[src/rtl/simon_round_controller_if.sv]
// Handshake and status bundle between the Simon round controller and its
// playback / keypad / display neighbours.
`timescale 1ns / 1ps
interface simon_round_controller_if #(
  parameter int unsigned MAX_LEN = 4
);
  logic                   start;
  logic [2*MAX_LEN-1:0]   seq_pattern;
  logic                   play_start;
  logic [2:0]             play_len;
  logic                   play_done;
  logic                   key_valid;
  logic [1:0]             key_dir;
  logic [2:0]             round;
  logic [2:0]             step_idx;
  logic                   busy;
  logic                   win;
  logic                   lose;

  modport master (
    input  start, seq_pattern, play_done, key_valid, key_dir,
    output play_start, play_len, round, step_idx, busy, win, lose
  );

  modport slave (
    output start, seq_pattern, play_done, key_valid, key_dir,
    input  play_start, play_len, round, step_idx, busy, win, lose
  );
endinterface

[src/rtl/simon_round_controller.sv]
// Simon game round sequencer: grows the shown pattern one step per round and
// checks the player's key presses against it under a per-step timeout.
`timescale 1ns / 1ps
module simon_round_controller #(
  parameter int unsigned MAX_LEN = 4,
  parameter int unsigned TIMEOUT = 50_000_000
) (
  input  logic                        clock,
  input  logic                        reset,
  simon_round_controller_if.master    bus
);

  localparam int unsigned TimerW    = (TIMEOUT > 1) ? $clog2(TIMEOUT) : 1;
  localparam logic [TimerW-1:0] TimerLast = TimerW'(TIMEOUT - 1);
  localparam logic [2:0]        RoundMax  = 3'(MAX_LEN);

  typedef enum logic [2:0] {
    StIdle,
    StPlay,
    StWaitPlay,
    StInput,
    StWin,
    StLose
  } state_e;

  state_e               state_q, state_d;
  logic [2:0]           round_q, round_d;
  logic [2:0]           step_q, step_d;
  logic [TimerW-1:0]    timer_q, timer_d;
  logic [2*MAX_LEN-1:0] seq_q, seq_d;
  logic [1:0]           exp_dir;

  assign exp_dir = seq_q[{step_q, 1'b0} +: 2];

  always_comb begin
    state_d = state_q;
    round_d = round_q;
    step_d  = step_q;
    timer_d = timer_q;
    seq_d   = seq_q;
    unique case (state_q)
      StIdle, StWin, StLose: begin
        if (bus.start) begin
          seq_d   = bus.seq_pattern;
          round_d = 3'd1;
          step_d  = '0;
          timer_d = '0;
          state_d = StPlay;
        end
      end
      StPlay: state_d = StWaitPlay;
      StWaitPlay: begin
        if (bus.play_done) begin
          step_d  = '0;
          timer_d = '0;
          state_d = StInput;
        end
      end
      StInput: begin
        // A key in the timeout cycle still counts; the timeout only fires without one.
        if (bus.key_valid) begin
          if (bus.key_dir != exp_dir) begin
            state_d = StLose;
          end else if (step_q < round_q - 3'd1) begin
            step_d  = step_q + 3'd1;
            timer_d = '0;
          end else if (round_q < RoundMax) begin
            round_d = round_q + 3'd1;
            state_d = StPlay;
          end else begin
            state_d = StWin;
          end
        end else if (timer_q == TimerLast) begin
          state_d = StLose;
        end else begin
          timer_d = timer_q + TimerW'(1);
        end
      end
      default: state_d = StIdle;
    endcase
  end

  always_ff @(posedge clock) begin
    if (reset) begin
      state_q <= StIdle;
      round_q <= '0;
      step_q  <= '0;
      timer_q <= '0;
      seq_q   <= '0;
    end else begin
      state_q <= state_d;
      round_q <= round_d;
      step_q  <= step_d;
      timer_q <= timer_d;
      seq_q   <= seq_d;
    end
  end

  assign bus.play_start = (state_q == StPlay);
  assign bus.play_len   = round_q;
  assign bus.round      = round_q;
  assign bus.step_idx   = step_q;
  assign bus.busy       = (state_q == StPlay) || (state_q == StWaitPlay) || (state_q == StInput);
  assign bus.win        = (state_q == StWin);
  assign bus.lose       = (state_q == StLose);

endmodule

[src/flat_wrapper.sv]
// flat-port wrapper written by rule: the top's interface ports become plain ports
module simon_round_controller_flat 
#(
  parameter int unsigned MAX_LEN = 4,
  parameter int unsigned TIMEOUT = 50_000_000
)
  (clock, reset, bus_start, bus_seq_pattern, bus_play_done, bus_key_valid, bus_key_dir, bus_play_start, bus_play_len, bus_round, bus_step_idx, bus_busy, bus_win, bus_lose);
  simon_round_controller_if #(.MAX_LEN(MAX_LEN)) bus_i ();
  input  logic clock;
  input  logic reset;
  input wire logic [$bits(bus_i.start)-1:0] bus_start;
  input wire logic [$bits(bus_i.seq_pattern)-1:0] bus_seq_pattern;
  input wire logic [$bits(bus_i.play_done)-1:0] bus_play_done;
  input wire logic [$bits(bus_i.key_valid)-1:0] bus_key_valid;
  input wire logic [$bits(bus_i.key_dir)-1:0] bus_key_dir;
  output wire logic [$bits(bus_i.play_start)-1:0] bus_play_start;
  output wire logic [$bits(bus_i.play_len)-1:0] bus_play_len;
  output wire logic [$bits(bus_i.round)-1:0] bus_round;
  output wire logic [$bits(bus_i.step_idx)-1:0] bus_step_idx;
  output wire logic [$bits(bus_i.busy)-1:0] bus_busy;
  output wire logic [$bits(bus_i.win)-1:0] bus_win;
  output wire logic [$bits(bus_i.lose)-1:0] bus_lose;
  assign bus_i.start = bus_start;
  assign bus_i.seq_pattern = bus_seq_pattern;
  assign bus_i.play_done = bus_play_done;
  assign bus_i.key_valid = bus_key_valid;
  assign bus_i.key_dir = bus_key_dir;
  assign bus_play_start = bus_i.play_start;
  assign bus_play_len = bus_i.play_len;
  assign bus_round = bus_i.round;
  assign bus_step_idx = bus_i.step_idx;
  assign bus_busy = bus_i.busy;
  assign bus_win = bus_i.win;
  assign bus_lose = bus_i.lose;
  simon_round_controller #(.MAX_LEN(MAX_LEN), .TIMEOUT(TIMEOUT)) u_core (.clock(clock), .reset(reset), .bus(bus_i));
endmodule
[config.mk]
export PLATFORM = sky130hd
export DESIGN_NAME = simon_round_controller_flat
export DESIGN_NICKNAME = d
export VERILOG_FILES = /design/src/rtl/simon_round_controller_if.sv /design/src/rtl/simon_round_controller.sv /design/src/flat_wrapper.sv
export SDC_FILE = /design/constraint.sdc
export NUM_CORES = 1
export LEC_CHECK = 0
export ABC_AREA = 0
export CAP_MARGIN = 10
export CORE_UTILIZATION = 54
export CTS_CLUSTER_DIAMETER = 200
export DETAILED_ROUTE_END_ITERATION = 10
export DONT_BUFFER_PORTS = 1
export PLACE_DENSITY = 0.75
export SLEW_MARGIN = 20
export SYNTH_ARGS = -nofsm -noshare
export SYNTH_HDL_FRONTEND = slang
export SYNTH_SLANG_ARGS = --single-unit
[constraint.sdc]
create_clock -name clock -period 3.25 [get_ports clock]
set_input_delay 0.1625 -clock clock [delete_from_list [all_inputs] [get_ports clock]]
set_output_delay 0.1625 -clock clock [all_outputs]
set_load 0.1 [all_outputs]
==> flow_summary.json, run 1 <==
{
  "type_of_destination_of_the_critical_path": "flip-flop",
  "clock_sinks": 43,
  "worst_skew_pair_later_pin_latency_ns": 0.30,
  "die_h_um": 67.7,
  "synth_xor_area_frac": 0.0338,
  "final.setup.tns_ns": 0,
  "synth_simple_gate_area_share": 0.262,
  "routed-via-count": 2101,
  "clock-skew-final_ns": 0.00935,
  "setup.worst_path.class": "flip-flop to flip-flop",
  "critical-path-slowest-cell": "or4_1",
  "htree_num_levels": 2,
  "synth_area_in_compound_gates": 0.218,
  "firstDrtPassIters": 4,
  "finalSetupViolations": 0,
  "cts_root_cell": "clkbuf_8",
  "yosys_warnings": 0,
  "synth_seq_area_share": 0.369,
  "grt_max_degree": 17,
  "run_status": "completed",
  "place.gp.congestion": 0.855,
  "synth_adder_area_share": 0.0322,
  "dominant_combinational_cell_family_by_area_after_synthesis": "simple AND/OR/NAND/NOR gates",
  "p_comb_frac": 0.396,
  "top_family_by_delay_on_critical_path": "compound AO/OA/AOI/OAI gates",
  "layout.cells.most_common_list": "dfxtp_1, nand2_1, a21oi_1, o21ai_0, nor2_1",
  "timing.max_cap.violations": 0,
  "drt_iter0_drc": 140,
  "power_density_mw_per_mm2": 617,
  "antenna-diode-count": 0,
  "io-pin-count": 28,
  "fin_worst_hold_slack_ns": 0.0804,
  "final.period_utilization": 0.882,
  "hold_viol_final": 0,
  "worstSetupStartpointType": "flip-flop",
  "layout-drive-gt1-share": 0.114,
  "grt_util_all_layers": 0.235,
  "die_w_um": 67.7,
  "switching_share": 0.441,
  "ys_seq_elements": 43,
  "dr_vias_cell": 6.04,
  "synthArstFlopShare": 0,
  "max-clock-path-buffers": 2,
  "syn_to_final_growth_pct": 12.4,
  "critical_path.n_buffers_inverters": 2,
  "number_of_enable_flip_flop_cells_after_synthesis": 0,
  "cts_tree": "yes",
  "global_route_wire_length_before_repair_um": 8080,
  "clock_network_power_share": 0.216,
  "post-synth-top-area-cell": "dfxtp_1",
  "max_clock_freq_mhz": 349,
  "finalMaxSlewViolations": 0,
  "vdd_drop_max_v": 0.000394,
  "core_area_mm2": 0.00406,
  "route.antenna.remaining_nets": 0,
  "synthesized_netlist_cell_count": 286,
  "die_area_mm2": 0.00458,
  "cpPeakStageDelay_ns": 0.50,
  "number_of_global_route_vias_before_repair": 1796,
  "cts.repair_timing.setup_buffer_count": 0,
  "power.net_switching_mw": 0.711,
  "layout_setup_ws_ns": 0.384,
  "mostFrequentLayoutCell": "dfxtp_1",
  "drt-wirelength-per-cell_um": 14.3,
  "crit_required_ns": 3.48,
  "place_ws_ns": 0.410,
  "rows": 23,
  "maxSlewHeadroom": 0.299,
  "synthesis.area_mm2": 0.00233,
  "crit_fanout": 14,
  "synthFlopType": "dfxtp_1",
  "drcViolationCount": 0,
  "dp_hpwl_um": 3550,
  "starting_density_of_the_core": 0.574,
  "synthesis.nets": 307,
  "synth.mux.area_fraction": 0.0344,
  "synth_top_cell_area_share": 0.369,
  "min-delay-path-class": "input port to flip-flop",
  "nNetsFinal": 318,
  "leakage_nw": 0.921,
  "seq_power_share": 0.388,
  "power_report.internal_total_mw": 0.903,
  "critical_path_arrival_ns": 3.10,
  "initial_antenna_violation_count": 0,
  "io_buffer_count": 0,
  "cts_made_buffers": 5,
  "worstMarginPinSlew_ns": 1.05,
  "detail_route.wirelength_um": 4970,
  "number_of_distinct_library_cells_after_synthesis": 52,
  "avgSynthCellArea_um2": 8.15,
  "gr_ovfl_total": 0,
  "path_cells": "inv_1 -> ha_1 -> ha_1 -> o21a_1 -> o21ai_1 -> nand2b_1 -> a2111oi_4 -> o21ai_1 -> buf_4 -> or4_1 -> a21oi_1",
  "worst_setup_hold_path_clk_slew_ns": 0.09,
  "period_needed_ns": 2.87,
  "rsz0062_at_grt": "no",
  "synth.top_cells.by_area": "dfxtp_1, a21oi_1, o21ai_0, nand2_1, or3_1"
}
-- synth_stat cells, drive strengths merged (2+ instances only) --
cell type and instances:
and4 3, o31ai 2, o21ai 29, mux2i 2, or3 13, nand3 7
xor2 6, mux4 2, or4 6, a31oi 3, buf 8, and2 2
nor4 3, nor2b 3, a21oi 25, o22a 2, or2 2, nor3 6
a41oi 2, and3 7, nand2b 4, xnor2 3, nand4 7, o211ai 5
nor2 22, clkbuf 10, inv 8, o2111ai 3, nand2 27, nor3b 2
a21o 2, dfxtp 43, ha 6
-- worst register-to-register path: stages, from the launching register on --
cell and delay (ns):
dfxtp_2 0.33, inv_1 0.05, ha_1 0.31, ha_1 0.28, o21a_1 0.10, o21ai_1 0.14, nand2b_1 0.21, a2111oi_4 0.39
o21ai_1 0.14, buf_4 0.20, or4_1 0.50, a21oi_1 0.15
-- layer usage --
metal  up-vias  global-route usage  wire length (um)
met2        45               0.373              2260
met1       974               0.305              2360
li1       1071                   -                 -
met3        11              0.0524               252
met4         0              0.0957                96
met5         -                   0                 0
-- power by group through the flow --
stage | sequential [mW] | combinational (mW) | clock (mW)
2_1_floorplan | 0.633 | 0.515 | 0
3_3_place_gp | 0.637 | 0.617 | 0
3_5_place_dp | 0.639 | 0.628 | 0
4_1_cts | 0.626 | 0.641 | 0.359
5_1_grt | 0.635 | 0.690 | 0.381
6_report | 0.626 | 0.639 | 0.349
-- area by class of cell --
cell class,count,area [um2]
Fill cell,372,1440
Multi-Input combinational cell,217,1360
Sequential cell,43,866
Timing Repair Buffer,22,205
Clock buffer,5,68.8
Tap cell,50,62.6
Inverter,8,30.0
Clock inverter,3,23.8
-- flip-flops by register name, indices dropped and copies added, names as in the netlist --
signal               flops
u_core.timer_q          26
u_core.seq_q             8
u_core.bus.play_len      3
u_core.bus.step_idx      3
u_core.state_q           3
-- cells by family (layout without fill, tap and decap cells) --
| group | after synthesis | in the layout |
|---|---|---|
| flops | 43 | 43 |
| simple gates | 116 | 116 |
| mux | 5 | 5 |
| fa+ha+maj | 6 | 6 |
| buf+inv | 26 | 38 |
| compound gates | 81 | 81 |
| xor+xnor | 9 | 9 |
-- through the flow --
stage,power (mW),std cells,area (um2),util
after floorplan,1.15,286,2330,-
after global placement,1.25,331,2440,0.600
after detailed placement,1.27,331,2440,0.600
after CTS,1.63,348,2620,0.645
after global routing,1.71,348,2620,0.645
final,1.61,348,2620,0.645
-- repair_timing --
item,CTS,global route
hold endpoints to repair,16,0
gates resized for setup,0,0
hold buffers,9,0
-- worst paths after layout --
path | slack (ns) | depth (start not counted) | start | end
max reg2reg | 0.38 | 11 | u_core.bus.play_len[0] | u_core.timer_q[25]
min | 0.08 | 3 | bus_key_valid | u_core.bus.step_idx[2]
max | 0.38 | 11 | u_core.bus.play_len[0] | u_core.timer_q[25]
min reg2reg | 0.48 | 2 | u_core.seq_q[7] | u_core.seq_q[7]
Note: power is estimated with default switching activity, not from simulation.
==> inputs of run 2 (changes only) <==
--- a/config.mk
+++ b/config.mk
@@ -12,6 +12,7 @@
 export DETAILED_ROUTE_END_ITERATION = 10
 export DONT_BUFFER_PORTS = 1
 export PLACE_DENSITY = 0.75
+export SETUP_SLACK_MARGIN = 0.4
 export SLEW_MARGIN = 20
 export SYNTH_ARGS = -nofsm -noshare
 export SYNTH_HDL_FRONTEND = slang
==> flow_summary.json, run 2 (same netlist as run 1, synthesis figures left out) <==
{
  "top_register": "u_core.timer_q",
  "fill_cells": 338,
  "drt_iter0_drc": 207,
  "crit_required_ns": 3.49,
  "met2WireLength_um": 2190,
  "layout.cells.most_common_list": "dfxtp_1, nand2_1, a21oi_1, o21ai_0, nor2_1",
  "path_cells": "inv_1 -> ha_4 -> ha_1 -> o21a_1 -> o21ai_2 -> nand2b_2 -> a2111oi_4 -> buf_4 -> o21ai_2 -> buf_4 -> or3_1 -> a21oi_1",
  "grt_max_degree": 17,
  "drt-wirelength-per-cell_um": 14.8,
  "dr_vias_cell": 6.05,
  "drcViolationCount": 0,
  "power_density_mw_per_mm2": 636,
  "min-delay-path-class": "input port to flip-flop",
  "rsz0062_at_grt": "no",
  "grt_util_all_layers": 0.247,
  "cell_area_after_layout_mm2": 0.00270,
  "hold_viol_final": 0,
  "die_h_um": 67.7,
  "critical_path_arrival_ns": 2.93,
  "cpPeakStageDelay_ns": 0.35,
  "post-layout-total-power_mw": 1.72,
  "antenna-diode-count": 0,
  "met3_wirelength_um": 274,
  "detail_route.wirelength_um": 5220,
  "route.antenna.remaining_nets": 0,
  "mostFrequentLayoutCell": "dfxtp_1",
  "largestRegisters": "u_core.timer_q (26), u_core.seq_q (8)",
  "htree_num_levels": 2,
  "nNetsFinal": 322,
  "m1WireLength_um": 2650,
  "cts_made_buffers": 5,
  "worstSetupStartpointType": "flip-flop",
  "worstMarginPinSlew_ns": 1.06,
  "core_area_mm2": 0.00406,
  "firstDrtPassIters": 4,
  "critical-path-slowest-cell": "dfxtp_4",
  "clock_sinks": 43,
  "finalSetupViolations": 0,
  "max-clock-path-buffers": 2,
  "io_buffer_count": 0,
  "type_of_destination_of_the_critical_path": "flip-flop",
  "final_core_util": 0.666,
  "max_clock_freq_mhz": 372,
  "period_needed_ns": 2.69,
  "final.setup.tns_ns": 0,
  "flip_flop_count_of_the_largest_register_after_layout": 26,
  "leakage_nw": 0.963,
  "finalMaxSlewViolations": 0,
  "setup.worst_path.class": "flip-flop to flip-flop",
  "gr_ovfl_total": 0,
  "maxSlewHeadroom": 0.293,
  "final.period_utilization": 0.827,
  "dpl.cell_count": 333,
  "vdd_drop_max_v": 0.000419,
  "global_route_wire_length_before_repair_um": 8420,
  "layout-drive-gt1-share": 0.159,
  "rows": 23,
  "cts_tree": "yes",
  "syn_to_final_growth_pct": 16.0,
  "initial_antenna_violation_count": 0,
  "io-pin-count": 28,
  "cts_root_cell": "clkbuf_8",
  "highest_routed_layer": "met4",
  "layoutNonFillerInstCount": 352,
  "dp_hpwl_um": 3610,
  "placed_area_mm2": 0.00245,
  "routed-via-count": 2128,
  "timing.max_cap.violations": 0,
  "number_of_global_route_vias_before_repair": 1877,
  "worst_skew_pair_later_pin_latency_ns": 0.30,
  "die_w_um": 67.7,
  "crit_fanout": 15,
  "run_status": "completed",
  "die_area_mm2": 0.00458,
  "worst_setup_hold_path_clk_slew_ns": 0.08,
  "place.gp.congestion": 0.832,
  "clock-skew-final_ns": 0.00715,
  "starting_density_of_the_core": 0.574
}
run 2: path summary, 6_finish.rpt:
path	from	to	slack (ns)	cells past startpoint
worst max-delay path	u_core.bus.play_len[1]	u_core.timer_q[13]	0.56	12
worst min-delay path	bus_key_valid	u_core.bus.step_idx[2]	0.09	3
worst max register to register	u_core.bus.play_len[1]	u_core.timer_q[13]	0.56	12
worst min register to register	u_core.seq_q[3]	u_core.seq_q[3]	0.48	2
run 2: report_power, final:
part	internal, mW	total (mW)	switching (mW)
sequential	0.572	0.597	0.0254
combinational	0.204	0.716	0.513
clock	0.218	0.406	0.189
total	0.993	1.72	0.727
run 2: cell type report:
| type | instances | area [um2] | share of cell area |
|---|---|---|---|
| Clock inverter | 1 | 5.00 | 0.00185 |
| Sequential cell | 43 | 876 | 0.324 |
| Tap cell | 50 | 62.6 | 0.0231 |
| Inverter | 8 | 30.0 | 0.0111 |
| Timing Repair Buffer | 26 | 218 | 0.0806 |
| Clock buffer | 7 | 108 | 0.0398 |
| Multi-Input combinational cell | 217 | 1400 | 0.519 |
run 2: stage by stage:
| stage | worst slack (ns) | hold slack [ns] |
|---|---|---|
| global placement | 0.411 | 0.229 |
| global route | 0.402 | 0.115 |
| CTS | 0.476 | 0.0761 |
| detailed placement | 0.298 | 0.234 |
| floorplan | 0.391 | 0.299 |
| finish | 0.562 | 0.0903 |
run 2: worst max-delay path, delay by kind of cell, from the launching register on:
family                     cells  cell delay, ns
buffers and inverters          3            0.48
AOI/OAI and AO/OA              5            0.85
and+or+nand+nor                2            0.46
DFF                            1            0.35
adders and majority gates      2            0.48
run 2: layer usage:
metal	vias up	GRT usage
met2	57	0.348
li1	1083	-
met1	981	0.353
met4	0	0.0984
met5	-	0
met3	7	0.0642
run 2: what timing repair did:
item / in CTS / in global routing
hold buffers: 9 / 0
pin swaps: 0 / 1
hold endpoints to repair: 16 / 0
endpoints found under the setup margin: 8 / 20
resized for setup: 1 / 7
setup buffers: 0 / 2
